**src/rtl/parking_gate_if.sv**
```systemverilog
// Gate controller signal bundle.
// Groups the sensors, badge readers and admission flags (driven towards the
// controller) with the barrier, lamp and event strobe outputs (driven by it).
//   master : side that drives sensors/badges/flags and observes controller outputs
//   slave  : the controller itself
interface parking_gate_if;
    logic entry_arrive;
    logic entry_pass;
    logic exit_arrive;
    logic exit_pass;
    logic entry_is_uni;
    logic exit_is_uni;
    logic uni_is_vacated_space;
    logic is_vacated_space;
    logic entry_gate_open;
    logic exit_gate_open;
    logic entry_deny;
    logic entry_abort;
    logic exit_abort;
    logic car_entered;
    logic car_exited;
    logic is_uni_car_entered;
    logic is_uni_car_exited;

    modport master (
        output entry_arrive, entry_pass, exit_arrive, exit_pass,
        output entry_is_uni, exit_is_uni, uni_is_vacated_space, is_vacated_space,
        input  entry_gate_open, exit_gate_open, entry_deny, entry_abort, exit_abort,
        input  car_entered, car_exited, is_uni_car_entered, is_uni_car_exited
    );

    modport slave (
        input  entry_arrive, entry_pass, exit_arrive, exit_pass,
        input  entry_is_uni, exit_is_uni, uni_is_vacated_space, is_vacated_space,
        output entry_gate_open, exit_gate_open, entry_deny, entry_abort, exit_abort,
        output car_entered, car_exited, is_uni_car_entered, is_uni_car_exited
    );
endinterface

```
**src/rtl/parking_gate_ctrl.sv**
```systemverilog
// Parking lot gate controller.
// Two lane FSMs (index 0 = entry, 1 = exit) drive the barriers from
// synchronized loop sensors; a shared emitter serializes the active-low
// car_entered / car_exited strobes and their is_uni qualifiers.
// Ports:
//   clk    : system clock, rising edge
//   rst_n  : asynchronous active-low reset
//   bus    : parking_gate_if slave (sensors, badges, flags in; gates, lamp, strobes out)
//
// Lane FSM
//   state     | meaning
//   L_IDLE    | waiting for arrive
//   L_CHECK   | one cycle: latch badge, decide admission
//   L_OPEN    | barrier open, timeout timer running
//   L_PASSING | car on pass loop, barrier open
//   L_POST    | barrier closed, event request pending until acknowledged
//   L_DENY    | entry only: lot full lamp until car leaves arrive loop
// Emitter FSM
//   state     | meaning
//   E_IDLE    | waiting for a request, exit lane has priority
//   E_SETUP   | one cycle, qualifier settles with both strobes high
//   E_PULSE   | selected strobe low for PULSE_LEN cycles
//   E_GAP     | both strobes high for GAP_LEN cycles
module parking_gate_ctrl #(
    parameter int OPEN_TIMEOUT = 1000,
    parameter int PULSE_LEN    = 4,
    parameter int GAP_LEN      = 2
) (
    input logic           clk,
    input logic           rst_n,
    parking_gate_if.slave bus
);
    localparam int TW = $clog2(OPEN_TIMEOUT + 1);
    localparam int CW = $clog2(((PULSE_LEN > GAP_LEN) ? PULSE_LEN : GAP_LEN) + 1);

    typedef enum logic [2:0] {
        L_IDLE, L_CHECK, L_OPEN, L_PASSING, L_POST, L_DENY
    } lane_state_t;

    typedef enum logic [1:0] {
        E_IDLE, E_SETUP, E_PULSE, E_GAP
    } emit_state_t;

    logic [3:0]    sync1_q, sync2_q;
    logic [1:0]    arrive_s, pass_s, badge, req, ack, abort;
    lane_state_t   lane_q [2];
    lane_state_t   lane_d [2];
    logic [TW-1:0] timer_q [2];
    logic [TW-1:0] timer_d [2];
    logic [1:0]    uni_q, uni_d;

    emit_state_t   emit_q, emit_d;
    logic [CW-1:0] cnt_q, cnt_d;
    logic          sel_exit_q, sel_exit_d;
    logic          car_entered_q, car_entered_d, car_exited_q, car_exited_d;
    logic          qual_en_q, qual_en_d, qual_ex_q, qual_ex_d;

    assign arrive_s = {sync2_q[2], sync2_q[0]};
    assign pass_s   = {sync2_q[3], sync2_q[1]};
    assign badge    = {bus.exit_is_uni, bus.entry_is_uni};

    always_ff @(posedge clk or negedge rst_n) begin
        if (!rst_n) begin
            sync1_q <= '0;
            sync2_q <= '0;
        end else begin
            sync1_q <= {bus.exit_pass, bus.exit_arrive, bus.entry_pass, bus.entry_arrive};
            sync2_q <= sync1_q;
        end
    end

    always_ff @(posedge clk or negedge rst_n) begin
        if (!rst_n) begin
            for (int l = 0; l < 2; l++) begin
                lane_q[l]  <= L_IDLE;
                timer_q[l] <= '0;
            end
            uni_q <= '0;
        end else begin
            for (int l = 0; l < 2; l++) begin
                lane_q[l]  <= lane_d[l];
                timer_q[l] <= timer_d[l];
            end
            uni_q <= uni_d;
        end
    end

    // Kept separate from the lane process so req -> ack -> lane_d is not a loop.
    assign req[0] = (lane_q[0] == L_POST);
    assign req[1] = (lane_q[1] == L_POST);
    assign ack[1] = (emit_q == E_IDLE) && req[1];
    assign ack[0] = (emit_q == E_IDLE) && req[0] && !req[1];

    always_comb begin
        uni_d = uni_q;
        abort = '0;
        for (int l = 0; l < 2; l++) begin
            lane_d[l]  = lane_q[l];
            timer_d[l] = timer_q[l];
            case (lane_q[l])
                L_IDLE: if (arrive_s[l]) lane_d[l] = L_CHECK;
                L_CHECK: begin
                    uni_d[l]   = badge[l];
                    timer_d[l] = '0;
                    // Only the entry lane can refuse; the exit always opens.
                    if (l == 0 && !(badge[l] ? bus.uni_is_vacated_space : bus.is_vacated_space))
                        lane_d[l] = L_DENY;
                    else
                        lane_d[l] = L_OPEN;
                end
                L_OPEN: begin
                    if (pass_s[l]) begin
                        lane_d[l] = L_PASSING;
                    end else if (timer_q[l] == TW'(OPEN_TIMEOUT)) begin
                        abort[l]  = 1'b1;
                        lane_d[l] = L_IDLE;
                    end else begin
                        timer_d[l] = timer_q[l] + TW'(1);
                    end
                end
                L_PASSING: if (!pass_s[l]) lane_d[l] = L_POST;
                L_POST:    if (ack[l]) lane_d[l] = L_IDLE;
                L_DENY:    if (!arrive_s[l]) lane_d[l] = L_IDLE;
                default:   lane_d[l] = L_IDLE;
            endcase
        end
    end

    always_ff @(posedge clk or negedge rst_n) begin
        if (!rst_n) begin
            emit_q        <= E_IDLE;
            cnt_q         <= '0;
            sel_exit_q    <= 1'b0;
            car_entered_q <= 1'b1;
            car_exited_q  <= 1'b1;
            qual_en_q     <= 1'b0;
            qual_ex_q     <= 1'b0;
        end else begin
            emit_q        <= emit_d;
            cnt_q         <= cnt_d;
            sel_exit_q    <= sel_exit_d;
            car_entered_q <= car_entered_d;
            car_exited_q  <= car_exited_d;
            qual_en_q     <= qual_en_d;
            qual_ex_q     <= qual_ex_d;
        end
    end

    always_comb begin
        emit_d     = emit_q;
        cnt_d      = cnt_q;
        sel_exit_d = sel_exit_q;
        qual_en_d  = qual_en_q;
        qual_ex_d  = qual_ex_q;
        case (emit_q)
            E_IDLE: begin
                if (|req) begin
                    sel_exit_d = req[1];
                    if (req[1]) qual_ex_d = uni_q[1];
                    else        qual_en_d = uni_q[0];
                    emit_d = E_SETUP;
                end
            end
            E_SETUP: begin
                cnt_d  = '0;
                emit_d = E_PULSE;
            end
            E_PULSE: begin
                if (cnt_q == CW'(PULSE_LEN - 1)) begin
                    cnt_d  = '0;
                    emit_d = E_GAP;
                end else begin
                    cnt_d = cnt_q + CW'(1);
                end
            end
            E_GAP: begin
                if (cnt_q == CW'(GAP_LEN - 1)) begin
                    cnt_d  = '0;
                    emit_d = E_IDLE;
                end else begin
                    cnt_d = cnt_q + CW'(1);
                end
            end
            default: emit_d = E_IDLE;
        endcase
        // Strobes are registered from the next state so they are low exactly
        // while the emitter sits in E_PULSE, with no decode glitches.
        car_entered_d = !((emit_d == E_PULSE) && !sel_exit_d);
        car_exited_d  = !((emit_d == E_PULSE) && sel_exit_d);
    end

    assign bus.entry_gate_open    = (lane_q[0] == L_OPEN) || (lane_q[0] == L_PASSING);
    assign bus.exit_gate_open     = (lane_q[1] == L_OPEN) || (lane_q[1] == L_PASSING);
    assign bus.entry_deny         = (lane_q[0] == L_DENY);
    assign bus.entry_abort        = abort[0];
    assign bus.exit_abort         = abort[1];
    assign bus.car_entered        = car_entered_q;
    assign bus.car_exited         = car_exited_q;
    assign bus.is_uni_car_entered = qual_en_q;
    assign bus.is_uni_car_exited  = qual_ex_q;
endmodule
```
**src/flat_wrapper.sv**
```systemverilog
// flat-port wrapper written by rule: the top's interface ports become plain ports
module parking_gate_ctrl_flat 
#(
    parameter int OPEN_TIMEOUT = 1000,
    parameter int PULSE_LEN    = 4,
    parameter int GAP_LEN      = 2
)
  (clk, rst_n, bus_entry_arrive, bus_entry_pass, bus_exit_arrive, bus_exit_pass, bus_entry_is_uni, bus_exit_is_uni, bus_uni_is_vacated_space, bus_is_vacated_space, bus_entry_gate_open, bus_exit_gate_open, bus_entry_deny, bus_entry_abort, bus_exit_abort, bus_car_entered, bus_car_exited, bus_is_uni_car_entered, bus_is_uni_car_exited);
  parking_gate_if bus_i ();
  input logic clk;
  input logic rst_n;
  input wire logic [$bits(bus_i.entry_arrive)-1:0] bus_entry_arrive;
  input wire logic [$bits(bus_i.entry_pass)-1:0] bus_entry_pass;
  input wire logic [$bits(bus_i.exit_arrive)-1:0] bus_exit_arrive;
  input wire logic [$bits(bus_i.exit_pass)-1:0] bus_exit_pass;
  input wire logic [$bits(bus_i.entry_is_uni)-1:0] bus_entry_is_uni;
  input wire logic [$bits(bus_i.exit_is_uni)-1:0] bus_exit_is_uni;
  input wire logic [$bits(bus_i.uni_is_vacated_space)-1:0] bus_uni_is_vacated_space;
  input wire logic [$bits(bus_i.is_vacated_space)-1:0] bus_is_vacated_space;
  output wire logic [$bits(bus_i.entry_gate_open)-1:0] bus_entry_gate_open;
  output wire logic [$bits(bus_i.exit_gate_open)-1:0] bus_exit_gate_open;
  output wire logic [$bits(bus_i.entry_deny)-1:0] bus_entry_deny;
  output wire logic [$bits(bus_i.entry_abort)-1:0] bus_entry_abort;
  output wire logic [$bits(bus_i.exit_abort)-1:0] bus_exit_abort;
  output wire logic [$bits(bus_i.car_entered)-1:0] bus_car_entered;
  output wire logic [$bits(bus_i.car_exited)-1:0] bus_car_exited;
  output wire logic [$bits(bus_i.is_uni_car_entered)-1:0] bus_is_uni_car_entered;
  output wire logic [$bits(bus_i.is_uni_car_exited)-1:0] bus_is_uni_car_exited;
  assign bus_i.entry_arrive = bus_entry_arrive;
  assign bus_i.entry_pass = bus_entry_pass;
  assign bus_i.exit_arrive = bus_exit_arrive;
  assign bus_i.exit_pass = bus_exit_pass;
  assign bus_i.entry_is_uni = bus_entry_is_uni;
  assign bus_i.exit_is_uni = bus_exit_is_uni;
  assign bus_i.uni_is_vacated_space = bus_uni_is_vacated_space;
  assign bus_i.is_vacated_space = bus_is_vacated_space;
  assign bus_entry_gate_open = bus_i.entry_gate_open;
  assign bus_exit_gate_open = bus_i.exit_gate_open;
  assign bus_entry_deny = bus_i.entry_deny;
  assign bus_entry_abort = bus_i.entry_abort;
  assign bus_exit_abort = bus_i.exit_abort;
  assign bus_car_entered = bus_i.car_entered;
  assign bus_car_exited = bus_i.car_exited;
  assign bus_is_uni_car_entered = bus_i.is_uni_car_entered;
  assign bus_is_uni_car_exited = bus_i.is_uni_car_exited;
  parking_gate_ctrl #(.OPEN_TIMEOUT(OPEN_TIMEOUT), .PULSE_LEN(PULSE_LEN), .GAP_LEN(GAP_LEN)) u_core (.clk(clk), .rst_n(rst_n), .bus(bus_i));
endmodule
```
**config.mk**
```make
export PLATFORM = sky130hd
export DESIGN_NAME = parking_gate_ctrl_flat
export DESIGN_NICKNAME = d
export VERILOG_FILES = /design/src/rtl/parking_gate_if.sv /design/src/rtl/parking_gate_ctrl.sv /design/src/flat_wrapper.sv
export SDC_FILE = /design/constraint.sdc
export NUM_CORES = 1
export LEC_CHECK = 0
export ABC_CLOCK_PERIOD_IN_PS = 2000
export CAP_MARGIN = 20
export CORE_MARGIN = 8
export CORE_UTILIZATION = 30
export DETAILED_ROUTE_END_ITERATION = 12
export PLACE_DENSITY = 0.49
export SYNTH_ARGS = -nofsm -noshare
export SYNTH_HDL_FRONTEND = slang
export SYNTH_SLANG_ARGS = --single-unit
```
**constraint.sdc**
```tcl
create_clock -name clk -period 2 [get_ports clk]
set_input_delay 0.6 -clock clk [delete_from_list [all_inputs] [get_ports clk]]
set_output_delay 0.6 -clock clk [all_outputs]
set_load 0.02 [all_outputs]
```
==> qor.yml, run 1 <==
insertion_delay_ns: 0.29
first_pass_iters: 4
period_needed_ns: 2.07
post-route-cell-area_sq_um: 3030
overflow: 0
post_drt_wl_per_cell_microns: 12.3
maxSlewHeadroom_pct: 68.1
p_int_mw: 2.24
nNetsFinal: 306
crit_path_start_kind: "register"
clk_pin_slew_ns: 0.08
drtAntennaViolNets: 0
p_comb_share_pct: 43.8
end_kind: "output pin"
cts-root-buf: "clkbuf_8"
synth_ff_type: "dfrtp_1"
dp_cells: 383
fin_total_pwr_mw: 3.46
post-place-ws_ns: -0.276
fmax_mhz: 484
die_area_sq_um: 10900
violations: "negative setup slack"
diodes: 0
outcome: "finished, violations left"
area_growth_pct: 29.7
power.density_nw_per_um2: 1140
worst_pin_slew_ns: 0.479
max_cap_viol_count: 0
synth-edff-count: 0
drtIter0Drc: 35
hold_class: "in -> async"
async_reset_ff_share_pct: 100
switching_power_mw: 1.22
cp_max_fo: 2
syn_inst: 230
finalNonFillerCells: 391
wl_microns: 4800
post-dp-hpwl_microns: 3660
grt_pass1_wl_microns: 8510
drcViolationCount: 0
antenna_found_initial: 0
vias: 1802
multi_input_area_sq_um: 1100
ir_drop_uv: 460
synth_area_sq_um: 2340
ys_seq_elements: 46
io_pins: 19
die_w_microns: 104
viasPerCell: 4.61
report.final.setup_viol: 2
synth-seq-area-share_pct: 49.4
first_global_vias: 1876
ff_latch_area_sq_um: 1150
rows: 32
ys_types: 51
netSwitchingFraction_pct: 35.1
core_area_sq_um: 7650
gp_congestion: 0.776
synth_nets: 248
yosys_warnings: 0
seq_power_share_pct: 36.8
cts_max_path_buffers: 2
slew_violations: 0
io_buffers: 18
avgSynthCellArea_sq_um: 10.2
cts_hold_buffers: 0
grt.total_usage_pct: 9.51
placed_area_sq_um: 2920
setup_slack_ns: -0.0655
clkPwrFrac_pct: 19.4
period_share_pct: 103
initial_core_util_pct: 30.6
clock_skew_ns: 0.00322
grt_max_degree: 29
hold_viol_final: 0
power_leakage_nw: 1.34
clock_sinks: 46
criticalPathCategory: "reg -> out"
cts_tree: "done"
crit_arrival_ns: 1.47
die_height_microns: 104
fillers: 737
numCtsBuffers: 5
layout-drive-gt1-share_pct: 25.3
rsz0062_at_grt: "true"
crit_required_ns: 1.40
h-tree-depth: 2
placed cells by master, fill, tap and decap left out, types with 3 or more instances in the layout:
cell type / count
buf_4: 42
and2_1: 3
dfrtp_1: 44
o21ai_0: 10
nor2_1: 9
nand3_1: 11
nor3_1: 3
o31ai_1: 6
inv_1: 14
or3_1: 3
a21oi_1: 7
xnor2_1: 5
nand2_1: 33
o22ai_1: 3
clkbuf_8: 5
ha_1: 8
nor4_1: 3
nand2b_1: 3
nor2b_1: 4
clkdlybuf4s50_1: 10
mux2i_1: 6
nand4_1: 4
mux2_2: 5
cells by family (layout without fill, tap and decap cells):
| logic type | Yosys count | in the layout | share of synthesized area (%) |
|---|---|---|---|
| AO/OA/AOI/OAI | 42 | 42 | 12.7 |
| multiplexers | 11 | 11 | 4.98 |
| AND/OR/NAND/NOR | 94 | 94 | 21.9 |
| buffers and inverters | 23 | 82 | 4.50 |
| flip-flops | 46 | 46 | 49.4 |
| XOR/XNOR | 6 | 6 | 2.25 |
| adder cells (fa/ha/maj) | 8 | 8 | 4.28 |
worst paths after layout:
kind	start	to	slack, ns	depth (start not counted)
max	u_core.lane_q[2]$_DFFE_PN0P_	bus_exit_abort	-0.07	3
min	rst_n	u_core.timer_q[16]$_DFFE_PN0P_	0.26	1
max reg2reg	u_core.timer_q[14]$_DFFE_PN0P_	u_core.lane_q[5]$_DFFE_PN0P_	0.11	5
min reg2reg	u_core.sync1_q[3]$_DFF_PN0_	u_core.sync2_q[3]$_DFF_PN0_	0.35	0
max in group asynchronous	rst_n	u_core.sync2_q[2]$_DFF_PN0_	1.23	2
min in group clk	u_core.sync1_q[3]$_DFF_PN0_	u_core.sync2_q[3]$_DFF_PN0_	0.35	0
timing repair:
action | CTS | global route
gates resized for setup | 27 | 4
pin swaps | 5 | 2
setup buffers | 0 | 0
endpoints found under the setup margin | 7 | 5
final cells by class:
cell class | count | share of cell area [%]
sequential | 46 | 38.1
tap | 102 | 4.21
timing repair buffer | 60 | 16.2
multi-input combinational | 161 | 36.3
clock inverter | 1 | 0.991
clock buffer | 7 | 2.52
inverter | 14 | 1.73
flip-flops by register name, summed over array words and instances (netlist names):
| name | cells |
|---|---|
| u_core.timer_q | 20 |
| u_core.lane_q | 6 |
| u_core.sync1_q | 4 |
| u_core.sync2_q | 4 |
| u_core.cnt_q | 3 |
| u_core.emit_q | 2 |
| u_core.uni_q | 2 |
| u_core.bus.car_entered | 1 |
| u_core.bus.car_exited | 1 |
| u_core.bus.is_uni_car_entered | 1 |
| u_core.bus.is_uni_car_exited | 1 |
| u_core.sel_exit_q | 1 |
critical path, stage by stage (launching register included):
cell and delay (ns):
dfrtp_1 0.38, or4b_4 0.57, nor2_4 0.10, buf_6 0.12
metal layers:
| layer | track usage (%) | vias up | share of wire (%) |
|---|---|---|---|
| met5 | 0 | - | 0 |
| met4 | 3.21 | 0 | 0.63 |
| met3 | 3.35 | 2 | 4.2 |
| met2 | 14.5 | 23 | 45 |
| met1 | 12.1 | 851 | 50 |
| li1 | - | 926 | - |
cells in the mapped netlist (3+ instances only):
cell type	instances	area, sq um
dfrtp_1	44	1100
nand2_1	33	124
inv_1	14	52.6
nand3_1	11	55.1
nor2_1	10	37.5
o21ai_0	10	50.1
ha_1	8	100
a21oi_1	7	35.0
o31ai_1	7	52.6
mux2i_1	6	60.1
mux2_2	5	56.3
xnor2_1	5	43.8
clkbuf_1	4	15.0
nand4_1	4	25.0
nor2b_1	4	25.0
nor3_1	4	20.0
and2_1	3	18.8
buf_2	3	15.0
nand2b_1	3	18.8
nor4_1	3	18.8
o22ai_1	3	18.8
or3_1	3	18.8
through the flow:
step	TNS, ns	utilization, %	hold slack, ns
detailed placement	-0.561	38.2	0.336
CTS	-0.168	39.7	0.259
floorplan	0	-	0.304
global route	-0.258	39.6	0.280
global placement	-0.571	38.2	0.333
finish	-0.0951	39.6	0.258
power groups by stage:
stage	registers [mW]	clock network, mW	logic [mW]
after global routing	1.30	0.745	1.70
after floorplan	1.33	0	0.915
after CTS	1.27	0.711	1.53
after detailed placement	1.29	0	1.55
final	1.27	0.672	1.51
after global placement	1.28	0	1.55
(Power assumes the default switching activity.)
==> inputs of run 2 (changes only) <==
--- a/config.mk
+++ b/config.mk
@@ -11,6 +11,7 @@
 export CORE_UTILIZATION = 30
 export DETAILED_ROUTE_END_ITERATION = 12
 export PLACE_DENSITY = 0.49
+export SETUP_SLACK_MARGIN = 0.05
 export SYNTH_ARGS = -nofsm -noshare
 export SYNTH_HDL_FRONTEND = slang
 export SYNTH_SLANG_ARGS = --single-unit
==> qor.yml, run 2 (synthesized netlist as in run 1, its figures left out) <==
outcome: "finished, violations left"
violations: "negative setup slack"
period_share_pct: 105  # +1.7 points
die_area_sq_um: 10900  # unchanged
cts_tree: "done"
maxSlewHeadroom_pct: 66.9  # -1.2 points
grt.total_usage_pct: 9.49  # -0.021 points
antenna_found_initial: 0  # unchanged
cp_max_fo: 4  # +2
drcViolationCount: 0  # unchanged
die_w_microns: 104  # unchanged
cts_hold_buffers: 0  # unchanged
post_drt_wl_per_cell_microns: 12.6  # +2.6%
power_leakage_nw: 1.35  # +0.53%
fin_total_pwr_mw: 3.37  # -2.5%
crit_arrival_ns: 1.50  # +0.03 ns
finalNonFillerCells: 394  # +0.77%
h-tree-depth: 2  # unchanged
cts_max_path_buffers: 2  # unchanged
worst_pin_slew_ns: 0.497  # +0.0183 ns
io_pins: 19  # unchanged
clock_skew_ns: 0.00843  # +0.00521 ns
nNetsFinal: 309  # +0.98%
wl_microns: 4960  # +3.4%
first_global_vias: 1883  # +0.37%
mostFrequentLayoutCells: "buf_4 (45), dfrtp_1 (44), nand2_1 (33), inv_1 (14), nand3_1 (11)"
area_growth_pct: 29.9
insertion_delay_ns: 0.29  # about the same
grt_pass1_wl_microns: 8640  # +1.5%
cts-root-buf: "clkbuf_8"
post-dp-hpwl_microns: 3760  # +2.8%
post-route-cell-area_sq_um: 3040  # +0.21%
crit_path_start_kind: "register"
end_kind: "output pin"
rows: 32  # unchanged
gp_congestion: 0.758  # -2.3%
final_common_cell: "buf_4"
post-place-ws_ns: -0.294  # -0.0181 ns
rsz0062_at_grt: "true"
criticalPathCategory: "reg -> out"
reg_top3: "u_core.timer_q (20), u_core.lane_q (6)"
ir_drop_uv: 519  # +13%
power.density_nw_per_um2: 1110  # -2.7%
dp_cells: 385  # +0.52%
grt_max_degree: 21  # -28%
numCtsBuffers: 5  # unchanged
viasPerCell: 4.63  # +0.56%
max_cap_viol_count: 0  # unchanged
clk_pin_slew_ns: 0.08  # about the same
overflow: 0  # unchanged
vias: 1826  # +1.3%
drtAntennaViolNets: 0  # unchanged
crit_required_ns: 1.40  # about the same
layout-drive-gt1-share_pct: 26.4  # +1.1 points
fmax_mhz: 476  # -1.6%
drtIter0Drc: 35  # unchanged
diodes: 0  # unchanged
initial_core_util_pct: 30.6  # unchanged
io_buffers: 18  # unchanged
largest_register_ffs: 20  # unchanged
placed_area_sq_um: 2940  # +0.69%
hold_viol_final: 0  # unchanged
report.final.setup_viol: 2  # unchanged
period_needed_ns: 2.10  # +0.0335 ns
clock_sinks: 46  # unchanged
hold_class: "in -> async"
core_area_sq_um: 7650  # unchanged
first_pass_iters: 4  # unchanged
die_height_microns: 104  # unchanged
slew_violations: 0  # unchanged
r2r_start: "u_core.timer_q[14]$_DFFE_PN0P_"
cp-startpoint: "u_core.sync2_q[1]$_DFF_PN0_"
largest-register: "u_core.timer_q"
setup_slack_ns: -0.0990  # -0.0335 ns
run 2: changes by cell type in the layout (fill, tap and decap cells not counted):
cell,delta
buf_4,+3
a21oi_1,-1
a21oi_2,+1
and4_1,-1
and4_2,+1
buf_2,+1
bufinv_16,-1
clkbuf_2,-1
clkbuf_8,+1
o31ai_1,+1
o31ai_2,-1
run 2: layout make-up:
cell class / instances / area (sq um)
inverters: 14 / 52.6
well taps: 102 / 128
multi-input cells: 161 / 1100
repair buffers: 63 / 513
clock buffers: 8 / 90.1
fillers: 757 / 4610
flip-flops and latches: 46 / 1150
run 2: timing repair:
item / CTS / global route
setup buffers: 0 / 1
endpoints found under the setup margin: 8 / 7
pin swaps: 4 / 2
resized for setup: 25 / 7
run 2: metal layers:
layer,share of wire [%],wire length (microns),vias up,global-route usage [%]
li1,-,-,941,-
met1,47,2330,849,11.8
met2,48,2370,31,15.6
met3,3.9,194,5,2.42
met4,1.2,60,0,3.10
met5,0,0,-,0
run 2: stage by stage:
step	util, %	hold slack, ns	TNS, ns
floorplan	-	0.304	0
global placement	38.4	0.334	-0.609
detailed placement	38.4	0.335	-0.589
CTS	39.4	0.278	-0.221
global route	39.7	0.288	-0.495
finish	39.7	0.260	-0.160
run 2: worst paths after layout:
| path | endpoint | slack (ns) | depth (start not counted) |
|---|---|---|---|
| hold / removal | u_core.timer_q[17]$_DFFE_PN0P_ | 0.26 | 1 |
| max in group asynchronous | u_core.uni_q[0]$_DFFE_PN0P_ | 1.23 | 2 |
| setup reg to reg | u_core.lane_q[5]$_DFFE_PN0P_ | 0.04 | 5 |
| hold reg to reg | u_core.sync2_q[2]$_DFF_PN0_ | 0.35 | 0 |
| setup / recovery | bus_entry_abort | -0.1 | 4 |
| min in group clk | u_core.sync2_q[2]$_DFF_PN0_ | 0.35 | 0 |
run 2: critical path, stage by stage (launching register included):
cell,delay [ns]
dfrtp_1,0.41
nor4b_4,0.37
nand2_1,0.11
nor3_2,0.16
buf_4,0.16
run 2: power breakdown:
group	internal (mW)	switching, mW	total [mW]
registers	1.15	0.127	1.27
clock network	0.282	0.296	0.578
logic	0.726	0.793	1.52
total	2.15	1.22	3.37
==> inputs of run 3 (changes only) <==
--- a/config.mk
+++ b/config.mk
@@ -7,10 +7,10 @@
 export LEC_CHECK = 0
 export ABC_CLOCK_PERIOD_IN_PS = 2000
 export CAP_MARGIN = 20
-export CORE_MARGIN = 8
+export CORE_MARGIN = 2
 export CORE_UTILIZATION = 30
 export DETAILED_ROUTE_END_ITERATION = 12
-export PLACE_DENSITY = 0.49
+export RECOVER_POWER = 25
 export SETUP_SLACK_MARGIN = 0.05
 export SYNTH_ARGS = -nofsm -noshare
 export SYNTH_HDL_FRONTEND = slang
==> qor.yml, run 3 (synthesized netlist as in run 1, its figures left out) <==
end_kind: "output pin"
h-tree-depth: 2  # unchanged
final_util_pct: 40.5  # +0.83 points
crit_required_ns: 1.40  # about the same
layout-drive-gt1-share_pct: 28.8  # +2.4 points
hold_class: "reg -> reg"
reg_top3: "u_core.timer_q (20), u_core.lane_q (6)"
grt.total_usage_pct: 12.2  # +2.8 points
largest_register_ffs: 20  # unchanged
hold_viol_final: 0  # unchanged
p_comb_share_pct: 43.9  # -1.2 points
tns_ns: -0.107  # +0.0529 ns
gp_congestion: 0.812  # +7.1%
fmax_mhz: 482  # +1.2%
power.density_nw_per_um2: 1140  # +2.7%
drtIter0Drc: 67  # +91%
r2r_start: "u_core.timer_q[10]$_DFFE_PN0P_"
period_needed_ns: 2.07  # -0.0254 ns
die_w_microns: 92.3  # -12%
final_common_cell: "buf_4"
first_global_vias: 1820  # -3.3%
rsz0062_at_grt: "true"
io_buffers: 18  # unchanged
antenna_found_initial: 0  # unchanged
cts_hold_buffers: 0  # unchanged
finalNonFillerCells: 397  # +0.76%
overflow: 0  # unchanged
switching_power_mw: 1.26  # +3.5%
numCtsBuffers: 5  # unchanged
die_area_sq_um: 8510  # -22%
post-dp-hpwl_microns: 3580  # -4.6%
rows: 32  # unchanged
max_cap_viol_count: 0  # unchanged
outcome: "finished, violations left"
cts_max_path_buffers: 2  # unchanged
vias: 1882  # +3.1%
ir_drop_uv: 383  # -26%
viasPerCell: 4.74  # +2.3%
clkPwrFrac_pct: 20.1  # +3.0 points
setup_slack_ns: -0.0736  # +0.0254 ns
cts_tree: "done"
post_drt_wl_per_cell_microns: 12.2  # -2.9%
drtAntennaViolNets: 0  # unchanged
crit_path_start_kind: "register"
largest-register: "u_core.timer_q"
diodes: 0  # unchanged
critPathCapture: "bus_exit_abort"
nNetsFinal: 312  # +0.97%
clock_sinks: 46  # unchanged
first_pass_iters: 4  # unchanged
cp.depth: 3  # -1
p_int_mw: 2.27  # +5.5%
rrSetupSlack_ns: 0.15  # +0.11 ns
grt_pass1_wl_microns: 8250  # -4.5%
netSwitchingFraction_pct: 35.6  # -0.44 points
seq_power_share_pct: 36.0  # -1.8 points
ff2ff_path_depth: 7  # +2
crit_chain: "or4b_4 > nor2_4 > buf_6"
die_height_microns: 92.3  # -12%
cp_max_fo: 2  # -2
period_share_pct: 104  # -1.3 points
cp_num_buf_inv: 1  # unchanged
insertion_delay_ns: 0.30  # about the same
io_pins: 19  # unchanged
clock_skew_ns: 0.00671  # -0.00172 ns
power_leakage_nw: 1.38  # +2.2%
area_growth_pct: 32.7
maxSlewHeadroom_pct: 28.3  # -39 points
crit_path_max_incr_delay_ns: 0.56  # +0.15 ns
cts-root-buf: "clkbuf_8"
slew_violations: 0  # unchanged
worst_pin_slew_ns: 1.08  # +0.578 ns
drcViolationCount: 0  # unchanged
initial_core_util_pct: 30.6  # unchanged
path_delay_family: "simple AND/OR/NAND/NOR gates"
critPathSlowestCell: "or4b_4"
dp_cells: 386  # +0.26%
violations: "negative setup slack"
crit_arrival_ns: 1.47  # -0.03 ns
core_area_sq_um: 7650  # unchanged
wl_microns: 4850  # -2.1%
r2r-end: "u_core.lane_q[5]$_DFFE_PN0P_"
mostFrequentLayoutCells: "buf_4 (49), dfrtp_1 (44), nand2_1 (33), inv_1 (14), nand3_1 (11)"
cp-startpoint: "u_core.lane_q[2]$_DFFE_PN0P_"
criticalPathCategory: "reg -> out"
report.final.setup_viol: 2  # unchanged
grt_max_degree: 22  # +4.8%
clk_pin_slew_ns: 0.09  # about the same
hp-start: "u_core.sync1_q[2]$_DFF_PN0_"
==> run 3: layout make-up <==
cell class / instances / area (sq um)
repair buffers: 66 / 522
clock buffers: 5 / 68.8
well taps: 102 / 128
multi-input cells: 161 / 1130
fillers: 752 / 4550
clock inverters: 3 / 43.8
flip-flops and latches: 46 / 1150
inverters: 14 / 52.6
==> run 3: layer usage <==
layer | up-vias | track usage [%] | part of all wire [%]
li1 | 943 | - | -
met1 | 899 | 16.3 | 48
met2 | 36 | 19.1 | 47
met3 | 4 | 3.45 | 4.1
met4 | 0 | 4.23 | 1.0
met5 | - | 0 | 0
==> run 3: worst min-delay path by stage <==
stage	to	slack, ns	depth (start not counted)
after floorplan	u_core.bus.is_uni_car_entered$_DFFE_PN0P_	0.30	0
after global placement	u_core.sync2_q[2]$_DFF_PN0_	0.33	0
after detailed placement	u_core.sync2_q[2]$_DFF_PN0_	0.33	0
after CTS	u_core.timer_q[15]$_DFFE_PN0P_	0.24	1
after global routing	u_core.sync2_q[2]$_DFF_PN0_	0.37	0
final	u_core.sync2_q[2]$_DFF_PN0_	0.35	0
==> run 3: repair_timing <==
item	4_1_cts	5_1_grt
buffers inserted	0	4
gates resized for setup	26	12
pin swaps	4	4
endpoints found under the setup margin	9	7
==> run 3: worst reg2reg max path, cell delays in order (launching register included) <==
cell and delay (ns):
dfrtp_1 0.39, inv_1 0.06, ha_1 0.14, nand4_1 0.16
buf_4 0.20, o31ai_4 0.23, and4_1 0.27, mux2_4 0.31
==> run 3: power by group through the flow <==
stage	Combinational, mW	Sequential (mW)	Clock (mW)
2_1_floorplan	0.917	1.33	0
3_3_place_gp	1.51	1.28	0
3_5_place_dp	1.53	1.29	0
4_1_cts	1.52	1.27	0.738
5_1_grt	1.73	1.30	0.774
6_report	1.55	1.27	0.710
==> run 3: per-stage QoR <==
stage               cell area, sq um  hold WS (ns)  worst slack (ns)  power, mW
floorplan                       2340         0.304            0.0895       2.25
global placement                2930         0.332            -0.294       2.79
detailed placement              2930         0.335            -0.301       2.82
CTS                             3050         0.237           -0.0962       3.53
global route                    3100         0.375            -0.122       3.81
finish                          3100         0.353           -0.0736       3.53
